--- src/rtl/bitcoin_sha256_pkg.sv ---
// bitcoin_sha256_pkg
// Shared types and constants for the nonce scheduler and the simplified
// SHA-256 core that sits beside it at the parent level.
package bitcoin_sha256_pkg;

  typedef logic [31:0] word_t;

  localparam int MSG_WORDS      = 16;
  localparam int HASH_WORDS     = 8;
  localparam int NONCE_WORD_IDX = 3;

  // Worst possible first digest word; any real result at or below it competes.
  localparam word_t H0_WORST = 32'hFFFF_FFFF;

  typedef enum logic [2:0] {
    ST_IDLE  = 3'd0,
    ST_LOAD  = 3'd1,
    ST_ISSUE = 3'd2,
    ST_WAIT  = 3'd3,
    ST_EMIT  = 3'd4,
    ST_DONE  = 3'd5
  } sched_state_e;

  // Strict comparison so that an equal digest keeps the earlier nonce.
  function automatic logic h0_improves(input word_t cand, input word_t best);
    return (cand < best);
  endfunction

endpackage

--- src/rtl/bitcoin_nonce_scheduler.sv ---
// bitcoin_nonce_scheduler
// Sweeps nonces 0..NUM_NONCES-1 through an external simplified SHA-256 core.
// For each nonce it presents the latched header (nonce in word 3) and the
// latched midstate, waits for the core, and streams {nonce, h0} out over a
// valid/ready handshake. A one-cycle done pulse closes the job.
// The core's reset_n must be tied to ~reset at the parent so both abort together.
// Optional feature: define NONCE_SCHED_MIN_TRACK_EN to add the best_h0 /
// best_nonce outputs, which track the smallest h0 seen in the job.
module bitcoin_nonce_scheduler
  import bitcoin_sha256_pkg::*;
#(
  parameter int NUM_NONCES = 16
) (
  input  logic        clk,
  input  logic        reset,
  input  logic        start,
  input  logic [31:0] header_msg [MSG_WORDS],
  input  logic [31:0] midstate [HASH_WORDS],
  output logic        core_start,
  output logic [31:0] core_message [MSG_WORDS],
  output logic [31:0] core_starter_hash [HASH_WORDS],
  input  logic        core_done,
  input  logic [31:0] core_hash [HASH_WORDS],
  output logic        res_valid,
  input  logic        res_ready,
  output logic [31:0] res_nonce,
  output logic [31:0] res_h0,
  output logic        busy,
`ifdef NONCE_SCHED_MIN_TRACK_EN
  output logic [31:0] best_h0,
  output logic [31:0] best_nonce,
`endif
  output logic        done
);

  localparam word_t LAST_NONCE = word_t'(NUM_NONCES - 1);

  sched_state_e state_q, state_d;
  word_t        nonce_q, nonce_d;
  word_t        hdr_q [MSG_WORDS];
  word_t        hdr_d [MSG_WORDS];
  word_t        mid_q [HASH_WORDS];
  word_t        mid_d [HASH_WORDS];
  logic         core_start_q, core_start_d;
  logic         res_valid_q, res_valid_d;
  word_t        res_nonce_q, res_nonce_d;
  word_t        res_h0_q, res_h0_d;
  logic         busy_q, busy_d;
  logic         done_q, done_d;
`ifdef NONCE_SCHED_MIN_TRACK_EN
  word_t        best_h0_q, best_h0_d;
  word_t        best_nonce_q, best_nonce_d;
`endif

  // The nonce slot of the latched header and digest words 1..7 are never used.
  logic unused_bits_s;

  // Next-state and next-output logic for the job sequencer.
  always_comb begin
    state_d      = state_q;
    nonce_d      = nonce_q;
    hdr_d        = hdr_q;
    mid_d        = mid_q;
    core_start_d = 1'b0;
    res_valid_d  = res_valid_q;
    res_nonce_d  = res_nonce_q;
    res_h0_d     = res_h0_q;
    done_d       = 1'b0;
`ifdef NONCE_SCHED_MIN_TRACK_EN
    best_h0_d    = best_h0_q;
    best_nonce_d = best_nonce_q;
`endif

    case (state_q)
      ST_IDLE: begin
        if (start) begin
          // Header and midstate are frozen here for the whole job.
          hdr_d   = header_msg;
          mid_d   = midstate;
          state_d = ST_LOAD;
        end else begin
          state_d = ST_IDLE;
        end
      end

      ST_LOAD: begin
        nonce_d      = 32'd0;
        core_start_d = 1'b1;
        state_d      = ST_ISSUE;
`ifdef NONCE_SCHED_MIN_TRACK_EN
        best_h0_d    = H0_WORST;
        best_nonce_d = 32'd0;
`endif
      end

      ST_ISSUE: begin
        // core_start was raised on entry; it drops as we leave.
        state_d = ST_WAIT;
      end

      ST_WAIT: begin
        if (core_done) begin
          res_h0_d    = core_hash[0];
          res_nonce_d = nonce_q;
          res_valid_d = 1'b1;
          state_d     = ST_EMIT;
`ifdef NONCE_SCHED_MIN_TRACK_EN
          if (h0_improves(core_hash[0], best_h0_q)) begin
            best_h0_d    = core_hash[0];
            best_nonce_d = nonce_q;
          end else begin
            best_h0_d    = best_h0_q;
            best_nonce_d = best_nonce_q;
          end
`endif
        end else begin
          state_d = ST_WAIT;
        end
      end

      ST_EMIT: begin
        if (res_ready) begin
          res_valid_d = 1'b0;
          if (nonce_q == LAST_NONCE) begin
            // Last nonce consumed: the counter stops here and never wraps.
            done_d  = 1'b1;
            state_d = ST_DONE;
          end else begin
            nonce_d      = nonce_q + 32'd1;
            core_start_d = 1'b1;
            state_d      = ST_ISSUE;
          end
        end else begin
          state_d = ST_EMIT;
        end
      end

      ST_DONE: begin
        state_d = ST_IDLE;
      end

      default: begin
        state_d = ST_IDLE;
      end
    endcase

    busy_d = (state_d != ST_IDLE);
  end

  // State and output registers; reset abandons any job and clears the latches.
  always_ff @(posedge clk) begin
    if (reset) begin
      state_q      <= ST_IDLE;
      nonce_q      <= 32'd0;
      core_start_q <= 1'b0;
      res_valid_q  <= 1'b0;
      res_nonce_q  <= 32'd0;
      res_h0_q     <= 32'd0;
      busy_q       <= 1'b0;
      done_q       <= 1'b0;
      for (int i = 0; i < MSG_WORDS; i++) begin
        hdr_q[i] <= 32'd0;
      end
      for (int i = 0; i < HASH_WORDS; i++) begin
        mid_q[i] <= 32'd0;
      end
`ifdef NONCE_SCHED_MIN_TRACK_EN
      best_h0_q    <= H0_WORST;
      best_nonce_q <= 32'd0;
`endif
    end else begin
      state_q      <= state_d;
      nonce_q      <= nonce_d;
      core_start_q <= core_start_d;
      res_valid_q  <= res_valid_d;
      res_nonce_q  <= res_nonce_d;
      res_h0_q     <= res_h0_d;
      busy_q       <= busy_d;
      done_q       <= done_d;
      hdr_q        <= hdr_d;
      mid_q        <= mid_d;
`ifdef NONCE_SCHED_MIN_TRACK_EN
      best_h0_q    <= best_h0_d;
      best_nonce_q <= best_nonce_d;
`endif
    end
  end

  // Core message: latched header with the live nonce substituted into its slot.
  always_comb begin
    for (int i = 0; i < MSG_WORDS; i++) begin
      if (i == NONCE_WORD_IDX) begin
        core_message[i] = nonce_q;
      end else begin
        core_message[i] = hdr_q[i];
      end
    end
  end

  // Fold of the deliberately ignored bits.
  always_comb begin
    unused_bits_s = ^hdr_q[NONCE_WORD_IDX];
    for (int i = 1; i < HASH_WORDS; i++) begin
      unused_bits_s = unused_bits_s ^ (^core_hash[i]);
    end
  end

  assign core_starter_hash = mid_q;
  assign core_start        = core_start_q;
  assign res_valid         = res_valid_q;
  assign res_nonce         = res_nonce_q;
  assign res_h0            = res_h0_q;
  assign busy              = busy_q;
  assign done              = done_q;
`ifdef NONCE_SCHED_MIN_TRACK_EN
  assign best_h0           = best_h0_q;
  assign best_nonce        = best_nonce_q;
`endif

endmodule

--- config.mk ---
export PLATFORM = sky130hd
export DESIGN_NAME = bitcoin_nonce_scheduler
export DESIGN_NICKNAME = d
export VERILOG_FILES = /design/src/rtl/bitcoin_sha256_pkg.sv /design/src/rtl/bitcoin_nonce_scheduler.sv
export SDC_FILE = /design/constraint.sdc
export NUM_CORES = 2
export LEC_CHECK = 0
export ABC_AREA = 1
export CORE_AREA = 2 2 733 735
export DETAILED_ROUTE_END_ITERATION = 16
export DIE_AREA = 0 0 735 737
export GPL_TIMING_DRIVEN = 1
export PLACE_DENSITY_LB_ADDON = 0.25
export SYNTH_ARGS = -nofsm -noshare
export SYNTH_HDL_FRONTEND = slang
export SYNTH_SLANG_ARGS = --single-unit
export TNS_END_PERCENT = 1
--- constraint.sdc ---
create_clock -name clk -period 2.1 [get_ports clk]
set_input_delay 0.21 -clock clk [delete_from_list [all_inputs] [get_ports clk]]
set_output_delay 0.21 -clock clk [all_outputs]
set_load 0.02 [all_outputs]
==> qor.csv <==
stage;metric;value;unit
status;result of the run;finished clean;
sta;count of endpoints failing hold in the final timing report;0;
grt;first-pass GRT wire length;473400;um
sta;Worst Hold Slack;0.07169;ns
grt;via count of the first global-routing pass;36050;
route;number of vias in the routed layout;37340;
route;DRT Wirelength;395300;um
floorplan;die outline area;0.5417;mm2
power;power density over cell area;895.9;mW/mm2
setup_path;signal arrival time at the worst endpoint;1.81;ns
clock_tree;number of buffers inserted during clock tree synthesis;135;
setup_path;CP Buf/Inv Count;1;
floorplan;Die Span X;735;um
synth;synthesized area per cell;7.616;um2
setup_path;worst-path fanout max;2;
setup_path;slowest library cell on the worst path;sky130_fd_sc_hd__dlygate4sd2_1;
power;Max VDD drop;0.6649;mV
sta;skew final;0.03766;ns
synth;post-synthesis cell count;3902;
finish;final-layout fill cell count;61660;
grt;gr usage total;0.1403;
synth;post-synthesis cell type count;28;
clock_tree;Clock Latency Late Sink;0.86;ns
floorplan;standard cell core area;0.5345;mm2
sta;RSZ-0062 raised after global routing;no;
min_path;Hold Path Class;in -> reg;
floorplan;number of rows in the core area;269;
finish;area added between synthesis and finish;118.5;%
setup_path;Top delay family on crit path;buffers and inverters;
grt;pin count of the biggest net entering global routing;89;
grt;final global-route overflow total;0;
setup_path;kind of capture point of the worst setup path;output pin;
synth;net count after synthesis;4932;
clock_tree;number of sinks on the clock net;839;
setup_path;worst setup path category;reg -> out;
placement;PortBufs;1608;
synth;share of synthesized registers carrying an async set or reset;0;
power;post-layout power;58.18;mW
synth;Seq cells post-synth;839;
sta;number of max-slew violations in the final report;0;
route;antenna-violating nets left;0;
run;number of violations of the max-capacitance limit;0;
floorplan;number of top-level pins;1865;
route;violation count after the first detailed-routing iteration;2078;
placement;Detail Placement HPWL;351400;um
synth;synthesis warning total;0;
clock_tree;root buffer cell;sky130_fd_sc_hd__clkbuf_16;
clock_tree;clock tree from TritonCTS;yes;
clock_tree;clock input transition at the sequential cells of the worst setup and hold paths;0.07;ns
route;count of TritonRoute iterations in the first routing pass;7;
sta;portion of the clock cycle consumed by the worst path in the final layout;0.9625;
floorplan;initial core utilization;0.05560;
setup_path;worst stage delay on the critical path;0.62;ns
setup_path;ordered cell list for the critical path;dlygate4sd2_1;
placement;global placer's final weighted congestion;0.8031;
floorplan;Die Y-Extent;737;um
finish;share of layout cells above drive strength 1;0.1026;
setup_path;required time of the worst setup path;1.89;ns
sta;Final Critical Period;2.021;ns
synth;most used flip-flop cell after synthesis;sky130_fd_sc_hd__dfxtp_1;
setup_path;kind of start point of the critical path;register;
sta;achievable clock frequency;0.4948;GHz
power;Static Leak;25.81;nW
synth;Post-Synthesis Cell Area;0.02972;mm2
synth;sequential cell area fraction in the yosys report;0.5652;
sta;count of endpoints failing setup in the final report;0;
grt;initial antenna violation count;554;
clock_tree;buffers from clock root to sink, at most;4;
finish;top library cells by usage in the layout, fill and taps aside;1646 x sky130_fd_sc_hd__nor2_1, 827 x sky130_fd_sc_hd__dfxtp_1, 801 x sky130_fd_sc_hd__o21ai_0;
sta;Worst Tran Pin Value;0.6537;ns
route;ratio of routed vias to standard cells;2.780;
route;wire length per cell after detailed routing;29.43;um
route;count of unresolved DRC violations after routing;0;
sta;worst rel slew slack;0.5659;
finish;post-layout net count;7142;
synth;number of synthesized flops with an enable pin;0;
clock_tree;number of H-tree branching levels;4;
finish;commonest non-fill, non-tap cell in the layout;sky130_fd_sc_hd__nor2_1;
[routing by layer]
layer	routed length [um]	global-route usage
met1	149900	0.1518
met2	167300	0.2170
met3	67150	0.1120
met4	9631	0.02122
met5	1354	0
[per-stage QoR]
step / area [um2] / std cells / TNS (ns) / util / setup slack, ns
6_report: 64940 / 13430 / 0 / 0.1215 / 0.07880
3_5_place_dp: 55500 / 12500 / -0.1482 / 0.1038 / -0.05544
2_1_floorplan: 29720 / 3902 / 0 / - / 0.09815
3_3_place_gp: 55500 / 12500 / -0.02245 / 0.1038 / -0.01952
4_1_cts: 64490 / 13250 / 0 / 0.1207 / 0.0005538
5_1_grt: 64690 / 13330 / 0 / 0.1210 / 0.00001599
[flip-flops by register name, summed over array words and instances, names as in the netlist]
signal	flops
state_q	3
core_starter_hash	256
core_message	480
core_start	1
res_h0	32
res_nonce	32
busy	1
done	1
res_valid	1
nonce_q	32
[cells in the mapped netlist (5+ instances only)]
cell / count / share of area
sky130_fd_sc_hd__nor2_1: 1647 / 0.21
sky130_fd_sc_hd__dfxtp_1: 839 / 0.57
sky130_fd_sc_hd__o21ai_0: 804 / 0.14
sky130_fd_sc_hd__clkbuf_1: 209 / 0.026
sky130_fd_sc_hd__nand2_1: 146 / 0.018
sky130_fd_sc_hd__buf_2: 59 / 0.0099
sky130_fd_sc_hd__a21oi_1: 57 / 0.0096
sky130_fd_sc_hd__nand3_1: 55 / 0.0093
sky130_fd_sc_hd__inv_1: 38 / 0.0048
sky130_fd_sc_hd__nor3_1: 11 / 0.0019
sky130_fd_sc_hd__xor2_1: 10 / 0.0029
sky130_fd_sc_hd__buf_1: 5 / 0.00063
[layout make-up]
| class | count | area, um2 | share of cell area |
|---|---|---|---|
| Inverter | 41 | 168.9 | 0.002601 |
| Clock inverter | 49 | 701.9 | 0.01081 |
| Antenna cell | 177 | 442.9 | 0.006820 |
| Tap cell | 7046 | 8816 | 0.1357 |
| Sequential cell | 839 | 16810 | 0.2589 |
| Clock buffer | 184 | 3862 | 0.05947 |
| Multi-Input combinational cell | 2742 | 11610 | 0.1787 |
| Timing Repair Buffer | 2353 | 22530 | 0.3469 |
[cells by family after synthesis]
family | synth area share
DFF | 0.5652
xor gates and xnor gates | 0.002947
and+or+nand+nor | 0.2403
buffers and inverters | 0.04505
AOI/OAI and AO/OA | 0.1461
adders and majority gates | 0.0004210
[tightest hold or removal path, stage by stage]
cell	delay [ns]
sky130_fd_sc_hd__clkdlybuf4s50_1	0.47
sky130_fd_sc_hd__o21ai_0	0.11
sky130_fd_sc_hd__nor2_1	0.09
[final timing paths]
check	end	from	slack [ns]	cells past startpoint
min	core_message[487]$_SDFFE_PP0P_	header_msg[487]	0.07	3
max reg2reg	nonce_q[4]$_SDFFE_PP0P_	nonce_q[12]$_SDFFE_PP0P_	0.16	8
max	core_message[167]	core_message[167]$_SDFFE_PP0P_	0.08	1
min reg2reg	core_message[224]$_SDFFE_PP0P_	core_message[224]$_SDFFE_PP0P_	0.47	2
[timing repair]
item	4_1_cts	5_1_grt
buffers inserted	0	0
gates resized for setup	757	56
cloned	0	0
setup endpoints to repair	673	64
hold endpoints to repair	518	0
hold buffers	518	0
[power by group]
part | switching, mW | internal (mW)
logic | 9.68 | 5.47
registers | 0.901 | 17.7
clock network | 9.98 | 14.4
total | 20.6 | 37.6
Power figures use the tool's default switching activity.
